File: src/rtl/adc_sample_scheduler.sv
// Schedules SPI ADC conversions from a periodic tick or a manual request,
// captures each result, block-averages 2^AVG_LOG2 samples and flags SPI stalls.
module adc_sample_scheduler #(
  parameter int PERIOD   = 50000,
  parameter int AVG_LOG2 = 2,
  parameter int TIMEOUT  = 1024,
  parameter int DATA_W   = 8
) (
  input  logic              clk,
  input  logic              rst,
  input  logic              auto_en,
  input  logic              manual_req,
  output logic              spi_start,
  input  logic              spi_busy,
  input  logic              spi_done,
  input  logic [DATA_W-1:0] spi_data,
  output logic              sample_valid,
  output logic [DATA_W-1:0] sample_data,
  output logic              avg_valid,
  output logic [DATA_W-1:0] avg_data,
  output logic              timeout_err,
  output logic              req_drop
);

  localparam int PCNT_W = $clog2(PERIOD);
  localparam int TO_W   = $clog2(TIMEOUT + 1);
  localparam int IDX_W  = (AVG_LOG2 > 0) ? AVG_LOG2 : 1;
  localparam int ACC_W  = DATA_W + AVG_LOG2;
  localparam logic [PCNT_W-1:0] PCNT_LAST = PCNT_W'(PERIOD - 1);
  localparam logic [TO_W-1:0]   TO_LAST   = TO_W'(TIMEOUT - 1);
  localparam logic [IDX_W-1:0]  IDX_LAST  = IDX_W'((1 << AVG_LOG2) - 1);

  typedef enum logic [2:0] {
    S_IDLE      = 3'd0,
    S_START     = 3'd1,
    S_WAIT_DONE = 3'd2,
    S_CAPTURE   = 3'd3,
    S_WAIT_IDLE = 3'd4
  } state_t;

  state_t            state_r;
  state_t            state_s;
  logic [PCNT_W-1:0] pcnt_r;
  logic [TO_W-1:0]   to_cnt_r;
  logic [ACC_W-1:0]  acc_r;
  logic [ACC_W-1:0]  sum_s;
  logic [IDX_W-1:0]  idx_r;
  logic              pending_r;
  logic              tick_s;
  logic              new_req_s;
  logic              req_s;
  logic              capture_s;
  logic              abort_s;
  logic              to_clr_s;
  logic              to_expired_s;
  logic              spi_start_r;
  logic              sample_valid_r;
  logic [DATA_W-1:0] sample_data_r;
  logic              avg_valid_r;
  logic [DATA_W-1:0] avg_data_r;
  logic              timeout_err_r;
  logic              req_drop_r;

  assign tick_s       = auto_en && (pcnt_r == PCNT_LAST);
  assign new_req_s    = manual_req | tick_s;
  assign req_s        = new_req_s | pending_r;
  assign to_expired_s = (to_cnt_r == TO_LAST);
  assign sum_s        = acc_r + ACC_W'(spi_data);

  // Free-running period counter, parked at zero while auto conversions are off.
  always_ff @(posedge clk) begin
    if (rst) begin
      pcnt_r <= '0;
    end else if (!auto_en || (pcnt_r == PCNT_LAST)) begin
      pcnt_r <= '0;
    end else begin
      pcnt_r <= pcnt_r + 1'b1;
    end
  end

  // Next-state logic; progress on busy/done takes priority over the timeout.
  always_comb begin
    state_s   = state_r;
    capture_s = 1'b0;
    abort_s   = 1'b0;
    to_clr_s  = 1'b0;
    case (state_r)
      S_IDLE: begin
        if (req_s) begin
          state_s  = S_START;
          to_clr_s = 1'b1;
        end else begin
          state_s = S_IDLE;
        end
      end
      S_START: begin
        if (spi_busy) begin
          state_s  = S_WAIT_DONE;
          to_clr_s = 1'b1;
        end else if (to_expired_s) begin
          state_s = S_WAIT_IDLE;
          abort_s = 1'b1;
        end else begin
          state_s = S_START;
        end
      end
      S_WAIT_DONE: begin
        if (spi_done) begin
          state_s   = S_CAPTURE;
          capture_s = 1'b1;
        end else if (to_expired_s) begin
          state_s = S_WAIT_IDLE;
          abort_s = 1'b1;
        end else begin
          state_s = S_WAIT_DONE;
        end
      end
      S_CAPTURE: begin
        state_s = S_WAIT_IDLE;
      end
      S_WAIT_IDLE: begin
        if (!spi_busy) begin
          state_s = S_IDLE;
        end else begin
          state_s = S_WAIT_IDLE;
        end
      end
      default: begin
        state_s = S_IDLE;
      end
    endcase
  end

  // State, timeout counter, one-deep request queue and sticky flags.
  always_ff @(posedge clk) begin
    if (rst) begin
      state_r       <= S_IDLE;
      to_cnt_r      <= '0;
      pending_r     <= 1'b0;
      spi_start_r   <= 1'b0;
      timeout_err_r <= 1'b0;
      req_drop_r    <= 1'b0;
    end else begin
      state_r     <= state_s;
      spi_start_r <= (state_s == S_START);
      if (to_clr_s) begin
        to_cnt_r <= '0;
      end else if ((state_r == S_START) || (state_r == S_WAIT_DONE)) begin
        to_cnt_r <= to_cnt_r + 1'b1;
      end else begin
        to_cnt_r <= to_cnt_r;
      end
      // In IDLE any request (including a pending one) is consumed immediately.
      if (state_r == S_IDLE) begin
        pending_r <= 1'b0;
      end else if (new_req_s && !pending_r) begin
        pending_r <= 1'b1;
      end else begin
        pending_r <= pending_r;
      end
      if ((state_r != S_IDLE) && new_req_s && pending_r) begin
        req_drop_r <= 1'b1;
      end else begin
        req_drop_r <= req_drop_r;
      end
      if (abort_s) begin
        timeout_err_r <= 1'b1;
      end else begin
        timeout_err_r <= timeout_err_r;
      end
    end
  end

  // Sample capture and block averaging, done on the spi_done edge.
  always_ff @(posedge clk) begin
    if (rst) begin
      sample_valid_r <= 1'b0;
      sample_data_r  <= '0;
      avg_valid_r    <= 1'b0;
      avg_data_r     <= '0;
      acc_r          <= '0;
      idx_r          <= '0;
    end else begin
      sample_valid_r <= capture_s;
      avg_valid_r    <= capture_s && (idx_r == IDX_LAST);
      if (capture_s) begin
        sample_data_r <= spi_data;
        if (idx_r == IDX_LAST) begin
          avg_data_r <= DATA_W'(sum_s >> AVG_LOG2);
          acc_r      <= '0;
          idx_r      <= '0;
        end else begin
          acc_r <= sum_s;
          idx_r <= idx_r + 1'b1;
        end
      end else begin
        sample_data_r <= sample_data_r;
        avg_data_r    <= avg_data_r;
        acc_r         <= acc_r;
        idx_r         <= idx_r;
      end
    end
  end

  assign spi_start    = spi_start_r;
  assign sample_valid = sample_valid_r;
  assign sample_data  = sample_data_r;
  assign avg_valid    = avg_valid_r;
  assign avg_data     = avg_data_r;
  assign timeout_err  = timeout_err_r;
  assign req_drop     = req_drop_r;

endmodule

File: config.mk
export PLATFORM = sky130hd
export DESIGN_NAME = adc_sample_scheduler
export DESIGN_NICKNAME = d
export VERILOG_FILES = /design/src/rtl/adc_sample_scheduler.sv
export SDC_FILE = /design/constraint.sdc
export NUM_CORES = 1
export LEC_CHECK = 0
export BUFFER_PORTS_ARGS = -buffer_cell sky130_fd_sc_hd__clkbuf_2
export CELL_PAD_IN_SITES_DETAIL_PLACEMENT = 0
export CELL_PAD_IN_SITES_GLOBAL_PLACEMENT = 2
export CORE_MARGIN = 2
export CORE_UTILIZATION = 35
export DETAILED_ROUTE_END_ITERATION = 12
export PLACE_DENSITY = 0.83
export SYNTH_ARGS = -nofsm -noshare
export SYNTH_HDL_FRONTEND = slang
export SYNTH_SLANG_ARGS = --single-unit
File: constraint.sdc
create_clock -name clk -period 5.8 [get_ports clk]
set_clock_uncertainty 0.05 [all_clocks]
set_input_delay 1.74 -clock clk [delete_from_list [all_inputs] [get_ports clk]]
set_output_delay 1.74 -clock clk [all_outputs]
set_load 0.01 [all_outputs]
==> impl_metrics.env <==
export IMPL_comb_power_share=0.091
export IMPL_clk_path_buf_depth=2
export IMPL_worst_pin_slew_ns=0.883
export IMPL_syn_avg_cell_area_um2=8.73
export IMPL_synth_edf_count=0
export IMPL_fillCellCount=920
export IMPL_synthFlopType="dfxtp_1"
export IMPL_htreeDepth=3
export IMPL_vdd_drop_max_v=0.000122
export IMPL_cts_buffers=9
export IMPL_routed_wirelength_um=6220
export IMPL_layout_commonest_cell="dfxtp_1"
export IMPL_die_y_um=97.6
export IMPL_drt_initial_drc_count=90
export IMPL_sequentialPowerShare=0.542
export IMPL_crit_required_ns=5.99
export IMPL_p_int_w=0.000628
export IMPL_ys_types=54
export IMPL_p_sw_w=0.000221
export IMPL_yosysWarningCount=0
export IMPL_finalSetupViolations=0
export IMPL_start_kind="input pin"
export IMPL_swShare=0.260
export IMPL_grt_pass1_vias=2282
export IMPL_critical_path_class="input pin to flop"
export IMPL_place_hpwl_um=4460
export IMPL_dieArea_um2=9520
export IMPL_hp_start="sample_data[2]$_SDFFE_PP0P_"
export IMPL_setup_ws_ns=2.48
export IMPL_syn_inst=351
export IMPL_clkPwrFrac=0.368
export IMPL_portBuffers=34
export IMPL_cp_end_kind="flop"
export IMPL_ant_nets=0
export IMPL_cts_hold_buf=0
export IMPL_clk_pin_slew_ns=0.07
export IMPL_via_per_inst=4.97
export IMPL_drv_cap=0
export IMPL_area_growth_pct=11.8
export IMPL_slew_viol_final=0
export IMPL_path_max_fanout=14
export IMPL_status="finished clean"
export IMPL_hp_class="flop to flop"
export IMPL_critPathArrivalTime_ns=3.51
export IMPL_core_um2=8590
export IMPL_start_util=0.356
export IMPL_netlist_area_um2=3060
export IMPL_std_cell_rows=34
export IMPL_vias=2434
export IMPL_n_antenna_cell=0
export IMPL_grt_overflow_total=0
export IMPL_cts_sinks=64
export IMPL_fmax_ghz=0.301
export IMPL_drive_above_1_share=0.154
export IMPL_fin_crit_ns=3.32
export IMPL_tns_ns=0
export IMPL_cts_resized=0
export IMPL_async_flop_share=0
export IMPL_yosysSeqAreaShare=0.418
export IMPL_die_w_um=97.6
export IMPL_io_pin_count=35
export IMPL_rsz0062_at_grt="false"
export IMPL_grt_usage=0.137
export IMPL_cts_tree="done"
export IMPL_synth_nets=377
export IMPL_root_buffer="clkbuf_8"
export IMPL_finalHoldViolCount=0
export IMPL_synth_seq_cells=64
export IMPL_power_w=0.000849
export IMPL_grt_antenna_before_repair=0
export IMPL_rr_startpoint="state_r[1]$_SDFF_PP0_"
export IMPL_gp_congestion=0.794
export IMPL_final_cell_mix="64 x dfxtp_1, 40 x nor2_1, 40 x nand2_1"
export IMPL_grt_pass1_wl_um=10700
export IMPL_clock_latency_ns=0.33
export IMPL_wl_per_cell_um=12.7
export IMPL_place_ws_ns=2.15
export IMPL_drt_pass1_iterations=4
export IMPL_drc=0
export IMPL_cts_setup_buffers=0
export IMPL_design_area_um2=3420
export IMPL_placed_cell_area_um2=3270
export IMPL_grt_max_degree=45
export IMPL_post_route_period_util=0.572
export IMPL_crit_start="spi_done"
export IMPL_relSlewSlack=0.411
export IMPL_nets=404
export IMPL_p_per_area_nw_per_um2=248
export IMPL_leakage_nw=1.29
## registers in the layout, summed over array words and instances (netlist names)
register      cells
timeout_err       1
avg_data          8
acc_r            10
req_drop          1
sample_valid      1
spi_start         1
sample_data       8
avg_valid         1
pcnt_r           16
pending_r         1
idx_r             2
state_r           3
to_cnt_r         11
## layout make-up
| cell class | instances | area, um2 | area share |
|---|---|---|---|
| Clock inverter | 5 | 25.0 | 0.00731 |
| Sequential cell | 64 | 1280 | 0.374 |
| Multi-Input combinational cell | 263 | 1660 | 0.484 |
| Clock buffer | 10 | 128 | 0.0373 |
| Timing Repair Buffer | 35 | 178 | 0.0519 |
| Tap cell | 108 | 135 | 0.0395 |
| Inverter | 5 | 18.8 | 0.00548 |
## kinds of logic (layout without fill, tap and decap cells)
kind of cell / after synthesis / after routing / share of synthesized area
AOI/OAI and AO/OA: 70 / 70 / 0.146
xor gates and xnor gates: 31 / 31 / 0.0886
adders and majority gates: 12 / 12 / 0.0515
buffers and inverters: 24 / 55 / 0.0404
DFF: 64 / 64 / 0.418
muxes: 2 / 2 / 0.00694
and+or+nand+nor: 148 / 148 / 0.248
## cells in the mapped netlist (3+ instances only)
master    count  area share
xor2_1       19       0.054
or2_2         3      0.0061
clkbuf_1      9       0.011
nand2_1      40       0.049
nor2_1       40       0.049
nand3b_1     10       0.025
a21oi_1      27       0.044
a211oi_1      5       0.012
a31oi_1       3      0.0061
inv_1         5      0.0061
buf_2         6      0.0098
o31ai_1       3      0.0074
a21o_1        3      0.0074
nand3_1      13       0.021
ha_1         11       0.045
nor3_1       10       0.016
dfxtp_1      64        0.42
and3_1        6       0.012
o21ai_0      15       0.025
xnor2_1      12       0.034
a22oi_1       3      0.0074
or4_1         3      0.0074
## layer usage
metal	up-vias	global-route usage	part of all wire
met1	1109	0.181	0.50
met5	-	0	0
met3	8	0.0302	0.036
met4	0	0.0609	0.015
li1	1280	-	-
met2	37	0.215	0.45
## metrics by stage
stage | instances | hold WS (ns) | utilization
global placement | 475 | 0.393 | 0.381
floorplan | 351 | 0.380 | -
finish | 490 | 0.404 | 0.398
global route | 490 | 0.428 | 0.398
CTS | 490 | 0.407 | 0.398
detailed placement | 475 | 0.397 | 0.381
## power groups by stage
stage / Combinational (W) / Sequential [W] / Clock (W)
2_1_floorplan: 0.0000640 / 0.000465 / 0
3_3_place_gp: 0.0000775 / 0.000470 / 0
3_5_place_dp: 0.0000778 / 0.000470 / 0
4_1_cts: 0.0000779 / 0.000460 / 0.000327
5_1_grt: 0.0000878 / 0.000461 / 0.000349
6_report: 0.0000770 / 0.000460 / 0.000312
## critical path, cell delays in order
cell	delay (ns)
clkbuf_2	0.13
nand4bb_1	0.52
buf_4	0.41
nor2_1	0.19
nand4b_1	0.12
mux2_2	0.27
a31oi_1	0.12
## path summary, 6_finish.rpt
path | to | slack (ns) | depth (start not counted)
setup / recovery | acc_r[9]$_SDFFE_PP0P_ | 2.48 | 7
setup reg to reg | avg_data[6]$_SDFFE_PP0P_ | 3.38 | 5
hold reg to reg | sample_data[2]$_SDFFE_PP0P_ | 0.40 | 2
hold / removal | sample_data[2]$_SDFFE_PP0P_ | 0.40 | 2
(Power assumes the default switching activity.)
